### config.mk
export PLATFORM = sky130hd
export DESIGN_NAME = pc_fetch_unit
export DESIGN_NICKNAME = d
export VERILOG_FILES = /design/src/rtl/mips_fetch_pkg.sv /design/src/rtl/pc_fetch_unit_add_basic_pc.sv /design/src/rtl/pc_fetch_unit.sv
export SDC_FILE = /design/constraint.sdc
export NUM_CORES = 1
export LEC_CHECK = 0
export CELL_PAD_IN_SITES_DETAIL_PLACEMENT = 0
export CELL_PAD_IN_SITES_GLOBAL_PLACEMENT = 2
export CORE_MARGIN = 2
export CORE_UTILIZATION = 37
export DETAILED_ROUTE_END_ITERATION = 16
export HOLD_SLACK_MARGIN = 0.15
export PLACE_DENSITY_LB_ADDON = 0.1
export SLEW_MARGIN = 20
export SYNTH_ARGS = -nofsm -noshare
export SYNTH_HDL_FRONTEND = slang
export SYNTH_HIERARCHICAL = 1
export SYNTH_SLANG_ARGS = --single-unit
### constraint.sdc
create_clock -name clk -period 5.6 [get_ports clk]
set_input_delay 1.12 -clock clk [delete_from_list [all_inputs] [get_ports clk]]
set_output_delay 1.12 -clock clk [all_outputs]
set_load 0.05 [all_outputs]
### src/rtl/mips_fetch_pkg.sv
// mips_fetch_pkg: fetch-stage state encoding and instruction constants shared by the fetch RTL
package mips_fetch_pkg;
  typedef enum logic [1:0] {FETCH, WAIT, HOLD, DRAIN} fetch_state_t;
  localparam int INSTR_BYTES = 4;
  localparam logic [31:0] MIPS_NOP = 32'h0000_0000;
endpackage

### src/rtl/pc_fetch_unit_add_basic_pc.sv
// add_basic_pc: PC incrementer, returns inp1+inp2 when enb is set and inp1 unchanged otherwise
module add_basic_pc #(
  parameter int W = 32
) (
  input  logic [W-1:0] inp1,
  input  logic [W-1:0] inp2,
  input  logic         enb,
  output logic [W-1:0] sum
);
  assign sum = enb ? inp1 + inp2 : inp1;
endmodule

### src/rtl/pc_fetch_unit.sv
// pc_fetch_unit: MIPS fetch stage (PC register, imem request FSM, decode output slot); PC_ALIGN_CHECK_EN enables if_fault on misaligned redirects
module pc_fetch_unit
  import mips_fetch_pkg::*;
#(
  parameter int                ADDR_W       = 32,
  parameter int                INSTR_W      = 32,
  parameter logic [ADDR_W-1:0] RESET_VECTOR = '0
) (
  input  logic               clk,
  input  logic               rst_n,
  input  logic               redirect_valid,
  input  logic [ADDR_W-1:0]  redirect_pc,
  output logic               imem_req_valid,
  input  logic               imem_req_ready,
  output logic [ADDR_W-1:0]  imem_addr,
  input  logic               imem_rsp_valid,
  input  logic [INSTR_W-1:0] imem_rsp_data,
  output logic               if_valid,
  input  logic               if_ready,
  output logic [ADDR_W-1:0]  if_pc,
  output logic [INSTR_W-1:0] if_instr,
  output logic               if_fault
);
  fetch_state_t       state, state_d;
  logic [ADDR_W-1:0]  pc_q, pc_inc, target;
  logic [INSTR_W-1:0] hold_instr;
  logic               accept, slot_free, deliver;
  assign imem_addr = pc_q;
  assign accept    = imem_req_valid && imem_req_ready;
  assign slot_free = !if_valid || if_ready;
  assign target    = {redirect_pc[ADDR_W-1:2], 2'b00};
  // an instruction enters the output slot straight from memory, or from the parked copy once decode drains the slot
  assign deliver   = !redirect_valid && ((state == WAIT && imem_rsp_valid && slot_free) || (state == HOLD && if_ready));
  add_basic_pc #(.W(ADDR_W)) u_add (
    .inp1 (pc_q),
    .inp2 (ADDR_W'(INSTR_BYTES)),
    .enb  (deliver),
    .sum  (pc_inc)
  );
  // next state: a redirect flushes, and an already accepted request has its response drained
  always_comb
    case (state)
      FETCH:   state_d = accept ? (redirect_valid ? DRAIN : WAIT) : FETCH;
      WAIT:    state_d = imem_rsp_valid ? (redirect_valid || slot_free ? FETCH : HOLD) : (redirect_valid ? DRAIN : WAIT);
      HOLD:    state_d = redirect_valid || if_ready ? FETCH : HOLD;
      default: state_d = imem_rsp_valid ? FETCH : DRAIN;
    endcase
  // FSM state, PC, registered request strobe and the decode-side output register
  always_ff @(posedge clk or negedge rst_n)
    if (!rst_n) begin
      state          <= FETCH;
      pc_q           <= RESET_VECTOR;
      imem_req_valid <= 1'b0;
      if_valid       <= 1'b0;
      if_pc          <= '0;
      if_instr       <= INSTR_W'(MIPS_NOP);
      hold_instr     <= '0;
    end else begin
      state          <= state_d;
      imem_req_valid <= state_d == FETCH;
      pc_q           <= redirect_valid ? target : pc_inc;
      if_valid       <= !redirect_valid && (deliver || (if_valid && !if_ready));
      if (state == WAIT && imem_rsp_valid) hold_instr <= imem_rsp_data;
      if (deliver) begin
        if_pc    <= pc_q;
        if_instr <= state == HOLD ? hold_instr : imem_rsp_data;
      end
    end
`ifdef PC_ALIGN_CHECK_EN
  logic fault_q;
  // sticky misaligned-target flag, handed to the next delivered instruction
  always_ff @(posedge clk or negedge rst_n)
    if (!rst_n) begin
      fault_q  <= 1'b0;
      if_fault <= 1'b0;
    end else begin
      fault_q <= redirect_valid ? |redirect_pc[1:0] : fault_q && !deliver;
      if (deliver) if_fault <= fault_q;
    end
`else
  logic unused_low;
  assign unused_low = ^redirect_pc[1:0];
  assign if_fault   = 1'b0;
`endif
endmodule

==> flow_summary.toml <==
[pwr]
p_comb_share_pct = 56.7
seq_power_share_pct = 26.2
power_density_nw_per_um2 = 631.4
p_int_w = 0.003582
p_switching_w = 0.002796
ir_worst_vdd_uv = 327.9
swShare_pct = 43.84
p_clk_share_pct = 17.0
leakagePower_nw = 4.382

[layout]
nFillCells = 1807
nets = 886
diodes = 0
syn2layout_area_growth_pct = 32.51
drive_above_1_share_pct = 29.23
stdcell_count = 1067

[floorplanning]
dieArea_um2 = 21770
die_h_um = 147.5
start_util_pct = 37.68
num_rows = 52
core_area_um2 = 20230
die_width_um = 147.5
io_pins = 169

[route]
vias = 5331
wl_um = 17650
drt-vias-per-instance = 4.996
post_drt_wl_per_cell_um = 16.55
route.detailed.drc = 0
first_pass_iters = 4
ant_nets = 0
drt_iter0_markers = 216

[clock_tree]
clockBufferDepth = 2
cts_num_sinks = 132
hold_buffers = 0
cts_resized = 0
cts_max_level = 4
cts_setup_buffers = 0
clockRootBuffer = "clkbuf_16"
path_clk_slew_ns = 0.06
numCtsBuffers = 17
clk_latency_ns = 0.42
cts_tree = "built"

[grt]
overflow = 0
grt_pass1_vias = 5640
grt_max_degree = 85
antenna_found_initial = 0
grt_usage_pct = 16.73
grt_pass1_wl_um = 29290

[logic_synthesis]
synth_area_um2 = 7624
ys_types = 64
synthCells = 594
synth_edf_count = 0
async_flop_share_pct = 100.0
synth_top_area_share_pct = 43.33
ys_seq_area_share_pct = 43.33
synth_area_leaders = "dfrtp_1 (43%), mux2_2 (20%), mux2_4 (9.7%)"
yosysWarnings = 6
syn_avg_cell_area_um2 = 12.83
synth_area_leader_cell = "dfrtp_1"
ys_ff_latch = 132
synth_flop_cell = "dfrtp_1"

[sta]
worst_pin_slew_ns = 0.8822
fin_crit_sh_pct = 57.57
period_minus_slack_ns = 3.224
slew_headroom_pct = 41.19
rsz0062_at_grt = "no"
setup_violations = 0
slew_viol_final = 0
fmax_ghz = 0.3102
tns_ns = 0
skew_ns = 0.01323
hold_viol_final = 0

[hold_path]
hp-class = "register to register"

[setup_path]
crit_fanout = 54
slowest_stage = "buf_4"
cp-end-kind = "register"
start_kind = "input pin"
path_class = "input pin to register"
cp_slowest_stage_delay_ns = 0.71
critPathArrivalTime_ns = 3.51
crit_required_ns = 5.89
cp_cell_sequence = "clkdlybuf4s50_1 -> nand4bb_1 -> a31oi_4 -> buf_4 -> mux2_2 -> mux2_2"
cpMostUsedCell = "mux2_2"

[place]
port_buffers = 165
gp_congestion = 0.8595
placed_cells = 1035
dp_hpwl_um = 12240

[flow_run]
cap_viol_max_count = 0

[run_status]
status = "finished, final reports clean"
## layout by cell type (no fill, tap or decap), types with 9 or more instances in the layout
cell type,n
clkbuf_16,17
dfrtp_1,132
nor2_1,12
clkdlybuf4s50_1,163
mux2_2,134
nand3_1,13
xnor2_1,18
nand2_1,18
a21oi_1,33
o21ai_0,9
a21o_1,23
mux2_4,49
ha_1,31
xor2_1,10
conb_1,36
## layout make-up
class,instances,area (µm²),area share (%)
Multi-Input combinational cell,457,4180,41.38
Tap cell,270,337.8,3.344
Inverter,5,18.77,0.1858
Sequential cell,132,3303,32.70
Clock buffer,18,439.2,4.347
Clock inverter,14,130.1,1.288
Timing Repair Buffer,171,1693,16.76
## sequential cells by signal, indices dropped and copies added, names as in the netlist
register,count
state,2
if_valid,1
imem_req_valid,1
if_pc,32
if_instr,32
imem_addr,32
hold_instr,32
## per-stage QoR
stage	setup slack [ns]	power (W)	hold WS (ns)	util, %	area, µm²
global placement	1.930	0.005245	0.4808	47.11	9533
detailed placement	1.911	0.005303	0.4890	47.11	9533
floorplan	2.339	0.004345	0.4737	-	7751
global route	2.215	0.006750	0.5132	49.93	10100
finish	2.376	0.006379	0.5005	49.93	10100
CTS	2.338	0.006429	0.5035	49.93	10100
## cells in the mapped netlist (7+ instances only)
| cell type | instances |
|---|---|
| a21oi_1 | 33 |
| dfrtp_1 | 132 |
| xnor2_1 | 18 |
| nand2_1 | 18 |
| mux2_4 | 49 |
| ha_1 | 31 |
| nand3_1 | 13 |
| o21ai_0 | 9 |
| buf_2 | 8 |
| nand4_1 | 7 |
| xor2_1 | 10 |
| mux2_2 | 134 |
| a21o_1 | 23 |
| nor2_1 | 12 |
| clkbuf_1 | 13 |
## final timing paths
check | startpoint | endpoint | slack, ns | cells after the start
min in group asynchronous | rst_n | hold_instr[3] | 0.75 | 1
max in group asynchronous | rst_n | hold_instr[31] | 3.61 | 2
max | imem_rsp_valid | imem_addr[6] | 2.38 | 6
min | hold_instr[31] | hold_instr[31] | 0.50 | 1
max reg2reg | imem_addr[5] | imem_addr[24] | 2.41 | 10
min reg2reg | hold_instr[31] | hold_instr[31] | 0.50 | 1
## cells by family after synthesis
family / synth area share [%]
buf+inv: 3.660
mux: 29.58
other cells: 0.09851
xor+xnor: 3.217
fa+ha+maj: 5.350
simple gates: 5.055
compound gates: 9.716
flops: 43.33
## layer usage
metal  routed length (µm)  part of all wire, %  vias to the layer above  track usage, %
met5                    0                    0                        -               0
met4                  150                 0.85                        0           4.087
met3                  639                  3.6                        7           3.580
met2                 8694                   49                      128           28.79
met1                 8169                   46                     2666           21.51
li1                     -                    -                     2530               -
## power groups by stage
stage	sequential, W	clock (W)	combinational, W
floorplan	0.00272	0	0.00163
global placement	0.00166	0	0.00358
global route	0.00174	0.00117	0.00384
CTS	0.00168	0.00112	0.00363
detailed placement	0.00169	0	0.00361
finish	0.00167	0.00109	0.00362
## critical path: cells and delay by family
family,cells,cell delay (ns)
buffers and inverters,2,1.27
multiplexers,2,0.67
AO/OA/AOI/OAI,1,0.24
AND/OR/NAND/NOR,1,0.17
Note: power is estimated with default switching activity, not from simulation.
